[src/rtl/vga_text_pkg.sv]
// vga_text_pkg: shared text-mode geometry, arbiter state encoding and RAM slot owner tags.
package vga_text_pkg;
    localparam int TextCols = 64;
    localparam int TextRows = 32;
    localparam int TEXT_ADDR_W = 11;
    localparam int TEXT_DATA_W = 8;
    typedef enum logic [1:0] {IDLE, CPU_WR, CPU_RD, CLEAR} state_t;
    typedef enum logic [1:0] {NONE, VGA, CPU, CLR} tag_t;
endpackage

[src/rtl/text_ram_arbiter_if.sv]
// text_ram_arbiter_if: VGA fetch, CPU bus, clear control and text RAM port bundle.
//   slave  : arbiter view (requests in, responses and RAM port out)
//   master : environment view (VGA engine, CPU decode, RAM model)
interface text_ram_arbiter_if
    import vga_text_pkg::*;
#(
    parameter int ADDR_W = TEXT_ADDR_W,
    parameter int DATA_W = TEXT_DATA_W
);
    logic              vga_req;
    logic [ADDR_W-1:0] vga_addr;
    logic              vga_valid;
    logic [DATA_W-1:0] vga_rdata;
    logic              cpu_req;
    logic              cpu_we;
    logic [ADDR_W-1:0] cpu_addr;
    logic [DATA_W-1:0] cpu_wdata;
    logic              cpu_ack;
    logic [DATA_W-1:0] cpu_rdata;
    logic              clr_start;
    logic              clr_busy;
    logic [ADDR_W-1:0] ram_addr;
    logic              ram_we;
    logic [DATA_W-1:0] ram_wdata;
    logic [DATA_W-1:0] ram_rdata;
    modport slave (
        input  vga_req, vga_addr, cpu_req, cpu_we, cpu_addr, cpu_wdata, clr_start, ram_rdata,
        output vga_valid, vga_rdata, cpu_ack, cpu_rdata, clr_busy, ram_addr, ram_we, ram_wdata
    );
    modport master (
        output vga_req, vga_addr, cpu_req, cpu_we, cpu_addr, cpu_wdata, clr_start, ram_rdata,
        input  vga_valid, vga_rdata, cpu_ack, cpu_rdata, clr_busy, ram_addr, ram_we, ram_wdata
    );
endinterface

[src/rtl/range_counter.sv]
// range_counter: saturating 0..MAX address walker, present only with TEXT_CLEAR_EN.
//   clk, reset : clock, asynchronous active-high reset
//   clear      : synchronous return to 0
//   en         : advance one step
//   count      : current value
//   wrap       : en while at MAX (the final step of the walk)
`ifdef TEXT_CLEAR_EN
module range_counter #(
    parameter int WIDTH = 11,
    parameter int MAX   = 2047
) (
    input  logic             clk,
    input  logic             reset,
    input  logic             clear,
    input  logic             en,
    output logic [WIDTH-1:0] count,
    output logic             wrap
);
    assign wrap = en && count == WIDTH'(MAX);
    always_ff @(posedge clk or posedge reset) begin
        if (reset) count <= '0;
        else if (clear) count <= '0;
        else if (en && !wrap) count <= count + 1'b1;
    end
endmodule
`endif

[src/rtl/text_ram_arbiter.sv]
// text_ram_arbiter: shares the single-port text RAM between VGA fetch (absolute priority), clear engine and CPU.
//   clk25MHz : pixel clock
//   reset    : asynchronous active-high reset
//   bus      : text_ram_arbiter_if.slave (VGA fetch, CPU bus, clear control, RAM port)
//   TEXT_CLEAR_EN defined adds the clear engine; otherwise clr_start is ignored and clr_busy is 0.
module text_ram_arbiter
    import vga_text_pkg::*;
#(
    parameter int ADDR_W = TEXT_ADDR_W,
    parameter int DATA_W = TEXT_DATA_W,
    parameter int DEPTH = TextCols * TextRows,
    parameter logic [DATA_W-1:0] CLR_CHAR = 8'h20
) (
    input  logic clk25MHz,
    input  logic reset,
    text_ram_arbiter_if.slave bus
);
    state_t state, state_nxt;
    tag_t grant, tag_q0, tag_q1;
    logic ack_nxt, clr_req, clr_go, clr_wrap;
    logic [DATA_W-1:0] rdata_nxt;
    logic [ADDR_W-1:0] clr_addr;
`ifdef TEXT_CLEAR_EN
    assign clr_req = bus.clr_start;
    range_counter #(.WIDTH(ADDR_W), .MAX(DEPTH - 1)) u_clr_cnt (
        .clk(clk25MHz),
        .reset(reset),
        .clear(clr_go),
        .en(grant == CLR),
        .count(clr_addr),
        .wrap(clr_wrap)
    );
    assign bus.clr_busy = state == CLEAR;
`else
    logic unused_clr;
    assign clr_req = 1'b0;
    assign clr_addr = '0;
    assign clr_wrap = 1'b0;
    assign bus.clr_busy = 1'b0;
    assign unused_clr = ^{bus.clr_start, clr_go, DEPTH[0]};
`endif
    // The tag pipe lines up with the RAM read latency, so tag_q1 names the owner of ram_rdata.
    assign bus.vga_valid = tag_q1 == VGA;
    assign bus.vga_rdata = tag_q1 == VGA ? bus.ram_rdata : '0;
    always_comb begin
        grant = NONE;
        state_nxt = state;
        ack_nxt = 1'b0;
        rdata_nxt = '0;
        clr_go = 1'b0;
        // A CPU grant is withheld during its own ack cycle, since cpu_req is still high then.
        if (bus.vga_req) grant = VGA;
        else if (state == CLEAR) grant = CLR;
        else if (state == IDLE && bus.cpu_req && !bus.cpu_ack && !clr_req) grant = CPU;
        case (state)
            IDLE: begin
                if (clr_req) begin
                    state_nxt = CLEAR;
                    clr_go = 1'b1;
                end else if (grant == CPU) state_nxt = bus.cpu_we ? CPU_WR : CPU_RD;
            end
            CPU_WR: begin
                state_nxt = IDLE;
                ack_nxt = 1'b1;
            end
            CPU_RD: begin
                if (tag_q1 == CPU) begin
                    state_nxt = IDLE;
                    ack_nxt = 1'b1;
                    rdata_nxt = bus.ram_rdata;
                end
            end
            CLEAR: state_nxt = clr_wrap ? IDLE : CLEAR;
            default: state_nxt = IDLE;
        endcase
    end
    always_ff @(posedge clk25MHz or posedge reset) begin
        if (reset) begin
            state <= IDLE;
            tag_q0 <= NONE;
            tag_q1 <= NONE;
            bus.cpu_ack <= 1'b0;
            bus.cpu_rdata <= '0;
            bus.ram_addr <= '0;
            bus.ram_we <= 1'b0;
            bus.ram_wdata <= '0;
        end else begin
            state <= state_nxt;
            tag_q0 <= grant;
            tag_q1 <= tag_q0;
            bus.cpu_ack <= ack_nxt;
            bus.cpu_rdata <= rdata_nxt;
            bus.ram_addr <= grant == VGA ? bus.vga_addr : grant == CLR ? clr_addr : grant == CPU ? bus.cpu_addr : bus.ram_addr;
            bus.ram_we <= grant == CLR || (grant == CPU && bus.cpu_we);
            bus.ram_wdata <= grant == CLR ? CLR_CHAR : grant == CPU ? bus.cpu_wdata : bus.ram_wdata;
        end
    end
endmodule
[src/flat_wrapper.sv]
// flat-port wrapper written by rule: the top's interface ports become plain ports
module text_ram_arbiter_flat import vga_text_pkg::*;
#(
    parameter int ADDR_W = TEXT_ADDR_W,
    parameter int DATA_W = TEXT_DATA_W,
    parameter int DEPTH = TextCols * TextRows,
    parameter logic [DATA_W-1:0] CLR_CHAR = 8'h20
)
  (clk25MHz, reset, bus_vga_req, bus_vga_addr, bus_cpu_req, bus_cpu_we, bus_cpu_addr, bus_cpu_wdata, bus_clr_start, bus_ram_rdata, bus_vga_valid, bus_vga_rdata, bus_cpu_ack, bus_cpu_rdata, bus_clr_busy, bus_ram_addr, bus_ram_we, bus_ram_wdata);
  text_ram_arbiter_if #(.ADDR_W(ADDR_W), .DATA_W(DATA_W)) bus_i ();
  input  logic clk25MHz;
  input  logic reset;
  input wire logic [$bits(bus_i.vga_req)-1:0] bus_vga_req;
  input wire logic [$bits(bus_i.vga_addr)-1:0] bus_vga_addr;
  input wire logic [$bits(bus_i.cpu_req)-1:0] bus_cpu_req;
  input wire logic [$bits(bus_i.cpu_we)-1:0] bus_cpu_we;
  input wire logic [$bits(bus_i.cpu_addr)-1:0] bus_cpu_addr;
  input wire logic [$bits(bus_i.cpu_wdata)-1:0] bus_cpu_wdata;
  input wire logic [$bits(bus_i.clr_start)-1:0] bus_clr_start;
  input wire logic [$bits(bus_i.ram_rdata)-1:0] bus_ram_rdata;
  output wire logic [$bits(bus_i.vga_valid)-1:0] bus_vga_valid;
  output wire logic [$bits(bus_i.vga_rdata)-1:0] bus_vga_rdata;
  output wire logic [$bits(bus_i.cpu_ack)-1:0] bus_cpu_ack;
  output wire logic [$bits(bus_i.cpu_rdata)-1:0] bus_cpu_rdata;
  output wire logic [$bits(bus_i.clr_busy)-1:0] bus_clr_busy;
  output wire logic [$bits(bus_i.ram_addr)-1:0] bus_ram_addr;
  output wire logic [$bits(bus_i.ram_we)-1:0] bus_ram_we;
  output wire logic [$bits(bus_i.ram_wdata)-1:0] bus_ram_wdata;
  assign bus_i.vga_req = bus_vga_req;
  assign bus_i.vga_addr = bus_vga_addr;
  assign bus_i.cpu_req = bus_cpu_req;
  assign bus_i.cpu_we = bus_cpu_we;
  assign bus_i.cpu_addr = bus_cpu_addr;
  assign bus_i.cpu_wdata = bus_cpu_wdata;
  assign bus_i.clr_start = bus_clr_start;
  assign bus_i.ram_rdata = bus_ram_rdata;
  assign bus_vga_valid = bus_i.vga_valid;
  assign bus_vga_rdata = bus_i.vga_rdata;
  assign bus_cpu_ack = bus_i.cpu_ack;
  assign bus_cpu_rdata = bus_i.cpu_rdata;
  assign bus_clr_busy = bus_i.clr_busy;
  assign bus_ram_addr = bus_i.ram_addr;
  assign bus_ram_we = bus_i.ram_we;
  assign bus_ram_wdata = bus_i.ram_wdata;
  text_ram_arbiter #(.ADDR_W(ADDR_W), .DATA_W(DATA_W), .DEPTH(DEPTH), .CLR_CHAR(CLR_CHAR)) u_core (.clk25MHz(clk25MHz), .reset(reset), .bus(bus_i));
endmodule
[config.mk]
export PLATFORM = sky130hd
export DESIGN_NAME = text_ram_arbiter_flat
export DESIGN_NICKNAME = d
export VERILOG_FILES = /design/src/rtl/vga_text_pkg.sv /design/src/rtl/text_ram_arbiter_if.sv /design/src/rtl/range_counter.sv /design/src/rtl/text_ram_arbiter.sv /design/src/flat_wrapper.sv
export SDC_FILE = /design/constraint.sdc
export NUM_CORES = 1
export LEC_CHECK = 0
export ABC_CLOCK_PERIOD_IN_PS = 2500
export CAP_MARGIN = 20
export CORE_MARGIN = 5
export CORE_UTILIZATION = 34
export CTS_BUF_LIST = sky130_fd_sc_hd__clkbuf_4
export CTS_CLUSTER_DIAMETER = 60
export DETAILED_ROUTE_END_ITERATION = 8
export PLACE_DENSITY = 0.8
export SLEW_MARGIN = 20
export SYNTH_ARGS = -nofsm -noshare
export SYNTH_HDL_FRONTEND = slang
export SYNTH_HIERARCHICAL = 1
export SYNTH_SLANG_ARGS = --single-unit
[constraint.sdc]
create_clock -name clk25MHz -period 2.5 [get_ports clk25MHz]
set_clock_uncertainty 0.15 [all_clocks]
set_input_delay 0.25 -clock clk25MHz [delete_from_list [all_inputs] [get_ports clk25MHz]]
set_output_delay 0.25 -clock clk25MHz [all_outputs]
set_load 0.02 [all_outputs]
==> flow_summary_export.csv, run 1 <==
group,metric,value,unit
sta,setup_violations,0,
clock_tree,insertion_delay,340,ps
synth,synthArstFlopShare,100,%
place,gp_congestion,0.755,
clock_tree,cts_buffers,5,
detailed_routing,drcViolationCount,0,
outcome,outcome,"finished, final reports clean",
synth,ys_top_cells_by_area,"dfrtp_1, mux2i_1, and2_1",
finish,drive_gt1_share,7.69,%
sta,fmax,0.443,GHz
synth,synthCells,137,
clock_tree,post_cts_buffers,0,
synth,synth_top_cell_by_area,"dfrtp_1",
floorplanning,rows,24,
floorplanning,die_x,77.7,um
place,hpwlAfterDp,3.01,mm
place,portBuffers,80,
power,peakVddDrop,0.000335,V
sta,rsz0062_at_grt,"false",
sta,period_share,90.4,%
sta,tightest_slew,503,ps
power,total_power,2.23,mW
finish,diodes,0,
setup_path,cp-end-kind,"primary output",
sta,slew_headroom,66.4,%
setup_path,crit_chain,"nor2b_2 > and2_1 > clkdlybuf4s50_1",
clock_tree,ctsHtreeMaxLevel,2,
detailed_routing,ant_nets,0,
finish,layout.cells.non_filler,273,
global_routing,gr-total-overflow,0,
hold_path,hp-class,"in -> async",
floorplanning,dieArea,6030,um2
setup_path,required,2100,ps
synth,yosysSeqAreaShare,56.2,%
synth,syn_area_per_cell,11.4,um2
detailed_routing,via_per_inst,4.73,
global_routing,grt_start_max_net_pins,36,
clock_tree,cts_sinks,35,
sta,finalHoldViolCount,0,
sta,holdWs,148,ps
clock_tree,cts_root_buf,"clkbuf_4",
setup_path,cp-start-kind,"flop",
setup_path,crit_fanout,9,
setup_path,cp_slowest_stage_delay,610,ps
global_routing,grt_antenna_before_repair,0,
global_routing,track_usage,13.6,%
setup_path,worstSetupPathType,"reg -> out",
setup_path,critPathBufInv,1,
setup_path,critPathSlowestCell,"clkdlybuf4s50_1",
detailed_routing,post_drt_wl_per_cell,14.8,um
synth,yosys.cell_types.count,28,
detailed_routing,drt_iter0_drc,65,
detailed_routing,drt_pass1_iterations,5,
detailed_routing,routed_wl,4.05,mm
finish,nets,269,
place,placed_cells,265,
finish,area_growth,62.3,%
global_routing,grt_pass1_wl,6.51,mm
sta,layout_min_cycle_time,2260,ps
synth,synth-seq-cells,35,
floorplanning,initial_utilization,35.3,%
setup_path,cp_top_family,"buffers and inverters",
detailed_routing,vias,1292,
global_routing,grt_pass1_vias,1365,
synth,synth_edf_count,0,
floorplanning,die_y,77.7,um
floorplanning,boundaryPins,83,
synth,syn_area,1560,um2
synth,ys.flop_type,"dfrtp_1",
clock_tree,cts_hold_buf,0,
sta,setup_tns,0,ps
clock_tree,max-clock-path-buffers,2,
clock_tree,path_clk_slew,120,ps
power,power_density,882,nW/um2
setup_path,cp.arrival,1860,ps
clock_tree,cts_tree,"done",
job,cap_violations,0,
synth,synth_nets,186,
synth,ys_warn_count,6,
floorplanning,fp.coreArea,4410,um2
power,leakage,1.08,nW
sta,drv_slew,0,
finish,fillCellCount,390,
synth,yosys.cell_count.top_type,"dfrtp_1",
synth,yosys.area.top_type_share,56.2,%
synth,synth_commonest_cells,"dfrtp_1, mux2i_1, and2_1",
==> power by group <==
part	leakage [nW]	switching (mW)	internal [mW]
Clock	0.0559	0.193	0.323
Sequential	0.448	0.0699	0.697
Combinational	0.576	0.465	0.484
Total	1.08	0.728	1.50
==> cell type report <==
type	count	area [um2]	share of cell area, %
clock inverters	2	60.1	2.38
clock buffers	6	45.0	1.78
multi-input cells	90	641	25.3
flip-flops and latches	35	876	34.6
well taps	52	65.1	2.57
inverters	5	18.8	0.742
repair buffers	83	823	32.6
==> metal layers <==
layer / wire length [um] / share of wire (%) / up-vias / GRT usage [%]
met3: 535 / 13 / 2 / 7.06
met2: 1890 / 47 / 71 / 21.2
met4: 13 / 0.32 / 0 / 4.12
met1: 1600 / 40 / 598 / 16.4
li1: - / - / 621 / -
met5: 0 / 0 / - / 0
==> metrics by stage <==
stage	area (um2)	util, %	setup WS, ps
2_1_floorplan	1560	-	596
3_3_place_gp	2420	54.8	375
3_5_place_dp	2420	54.8	366
4_1_cts	2530	57.3	176
5_1_grt	2530	57.3	110
6_report	2530	57.3	241
==> worst register-to-register path, delay by kind of cell (launching register included) <==
family	cells	cell delay, ps
mux	1	250
buf+inv	2	480
simple gates	1	300
compound gates	1	90
fa+ha+maj	1	250
flops	1	420
==> path summary, 6_finish.rpt <==
check / from / slack (ps) / depth (start not counted) / to
max: u_core/tag_q1[1] / 240 / 3 / bus_vga_rdata[7]
min: reset / 150 / 3 / u_core/bus.cpu_rdata[6]
max reg2reg: u_core/state[0] / 430 / 6 / u_core/bus.ram_addr[6]
min reg2reg: u_core/tag_q0[0] / 210 / 0 / u_core/tag_q1[0]
max in group asynchronous: reset / 1720 / 3 / u_core/bus.ram_addr[5]
min in group clk25MHz: u_core/tag_q0[0] / 210 / 0 / u_core/tag_q1[0]
==> registers in the layout, indices dropped and copies added (netlist names) <==
name,cells
u_core/bus.ram_we,1
u_core/bus.ram_wdata,8
u_core/bus.ram_addr,11
u_core/state,2
u_core/tag_q1,2
u_core/bus.cpu_rdata,8
u_core/bus.cpu_ack,1
u_core/tag_q0,2
==> layout by cell type (no fill, tap or decap) <==
cell	Yosys	layout
nand2b_1	2	2
a222oi_1	1	1
o21ai_1	1	1
and2_1	17	17
a221o_1	1	1
or2_2	2	2
or3b_2	1	1
nor2_1	9	9
clkdlybuf4s50_1	0	80
mux2i_1	19	19
conb_1	1	1
or4b_1	1	1
clkbuf_4	0	6
buf_4	1	3
nand3b_1	1	1
a22o_1	1	1
dfrtp_1	35	35
a22oi_1	1	1
a31o_2	1	1
nor2b_2	0	1
nand2_1	11	11
ha_1	5	5
bufinv_16	0	2
inv_1	5	5
nor4bb_4	0	1
o21ai_0	11	11
a21oi_1	1	1
o21a_1	1	1
==> logic make-up (layout without fill, tap and decap cells) <==
kind of cell	Yosys count	in the layout	synth area share, %
other	1	1	0.241
AOI/OAI and AO/OA	19	19	7.55
and+or+nand+nor	46	46	16.0
muxes	19	19	12.2
adders and majority gates	5	5	4.02
buffers and inverters	12	96	3.78
DFF	35	35	56.2
==> timing repair <==
item / CTS / global route
gates resized for setup: 1 / 0
setup endpoints to repair: 6 / 0
hold endpoints to repair: 0 / 0
Power figures use the tool's default switching activity.
==> run 2, diff against run 1 <==
Settings changed: CORE_MARGIN 5 to 2.
==> run 2 against run 1 <==
  * Largest cell class unchanged
  * Count of clock-buffer cells in the layout unchanged
  * Routed wire length fell by 6.7%
  * Sequential share of layout area up 0.74 points
  * Via count grew 2.2%
  * Critical endpoint is now bus_vga_rdata[6]
  * Utilization is 0.81 points lower
  * Largest power group unchanged
  * Maximum frequency grew 1.3%
  * Global-route usage up 1.7 points
  * First-iteration DRC count up 1.5%
  * Worst hold slack got worse by 8.8 ps
  * Flip-flop and latch count unchanged
  * Power decreased by 9.5%
==> flow_summary_export.csv, run 2 (synthesis results as in run 1) <==
group,metric,value,unit
outcome,outcome,"finished, final reports clean",
job,cap_violations,0,
clock_tree,cts_tree,"done",
global_routing,grt_antenna_before_repair,0,
floorplanning,die_y,71.7,um
floorplanning,rows,24,
setup_path,crit_fanout,9,
setup_path,required,2100,ps
clock_tree,max-clock-path-buffers,2,
clock_tree,path_clk_slew,110,ps
hold_path,hp-class,"in -> async",
global_routing,grt_start_max_net_pins,36,
place,portBuffers,80,
finish,nets,269,
power,peakVddDrop,0.000418,V
sta,fmax,0.448,GHz
finish,largest_reg_flops,11,
clock_tree,cts_sinks,35,
finish,top_regs,"u_core/bus.ram_addr x11, u_core/bus.cpu_rdata x8, u_core/bus.ram_wdata x8",
detailed_routing,routed_wl,3.78,mm
floorplanning,fp.coreArea,4380,um2
sta,layout_min_cycle_time,2230,ps
sta,drv_slew,0,
detailed_routing,ant_nets,0,
setup_path,cp-start-kind,"flop",
global_routing,grt_pass1_wl,6.09,mm
floorplanning,initial_utilization,35.5,%
detailed_routing,drcViolationCount,0,
clock_tree,cts_root_buf,"clkbuf_4",
sta,period_share,89.2,%
setup_path,cp-end-kind,"primary output",
setup_path,worstSetupPathType,"reg -> out",
sta,setup_tns,0,ps
detailed_routing,via_per_inst,4.84,
clock_tree,ctsHtreeMaxLevel,2,
setup_path,reg2reg_from,"u_core/state[1]",
finish,layout.cells.non_filler,273,
place,hpwlAfterDp,2.71,mm
power,power_density,816,nW/um2
finish,regMostFlops,"u_core/bus.ram_addr",
finish,area_growth,59.0,%
sta,fin_ws,269,ps
finish,finalInstanceArea,2480,um2
global_routing,grt_pass1_vias,1345,
finish,diodes,0,
place,placed_cells,265,
clock_tree,cts_buffers,5,
power,leakage,1.05,nW
clock_tree,insertion_delay,340,ps
detailed_routing,post_drt_wl_per_cell,13.8,um
clock_tree,post_cts_buffers,0,
sta,holdWs,139,ps
global_routing,track_usage,15.3,%
global_routing,gr-total-overflow,0,
sta,rsz0062_at_grt,"false",
finish,drive_gt1_share,6.79,%
floorplanning,die_x,71.7,um
power,total_power,2.02,mW
floorplanning,dieArea,5140,um2
place,gp_congestion,0.821,
finish,layout_common_cells,"clkdlybuf4s50_1, dfrtp_1, mux2i_1",
detailed_routing,drt_pass1_iterations,4,
setup_path,cp-startpoint,"u_core/tag_q1[1]",
sta,slew_headroom,65.6,%
place,dpl_cell_area,2420,um2
sta,tightest_slew,515,ps
detailed_routing,drt_iter0_drc,66,
place,pre_cts_ws,397,ps
finish,mostFrequentLayoutCell,"clkdlybuf4s50_1",
sta,setup_violations,0,
setup_path,cp.arrival,1830,ps
finish,fin_util,56.5,%
detailed_routing,vias,1320,
floorplanning,boundaryPins,83,
sta,finalHoldViolCount,0,
[run 2: final timing paths]
check | endpoint | slack, ps | cells past startpoint
hold / removal | u_core/tag_q0[1] | 140 | 3
setup / recovery | bus_vga_rdata[6] | 270 | 3
max in group asynchronous | u_core/bus.ram_wdata[2] | 1740 | 3
min in group clk25MHz | u_core/tag_q1[0] | 210 | 0
setup reg to reg | u_core/bus.ram_addr[4] | 390 | 6
hold reg to reg | u_core/tag_q1[0] | 210 | 0
[run 2: area by class of cell]
| cell class | count | area [um2] |
|---|---|---|
| Clock buffer | 6 | 45.0 |
| Clock inverter | 2 | 7.51 |
| Fill cell | 399 | 1910 |
| Inverter | 5 | 18.8 |
| Multi-Input combinational cell | 90 | 641 |
| Sequential cell | 35 | 876 |
| Tap cell | 52 | 65.1 |
| Timing Repair Buffer | 83 | 823 |
[run 2: repair_timing]
action / 4_1_cts / 5_1_grt
endpoints found under the setup margin: 0 / 8
hold buffers: 0 / 0
resized for setup: 0 / 1
[run 2: routing by layer]
layer | track usage (%) | vias up | share of wire [%]
met5 | 0 | - | 0
met4 | 4.61 | 0 | 1.0
met3 | 6.75 | 7 | 11
met2 | 24.8 | 65 | 47
met1 | 18.3 | 626 | 40
li1 | - | 622 | -
[run 2: critical path: stages, from the launching register on]
cell	delay (ps)
dfrtp_1	410
nor2b_2	290
and2_1	180
clkdlybuf4s50_1	610
[run 2: where the power goes]
part           internal, mW  switching [mW]  total (mW)  leakage (nW)
registers             0.697          0.0752       0.772         0.448
logic                 0.483           0.460       0.943         0.576
clock network         0.115           0.189       0.304        0.0307
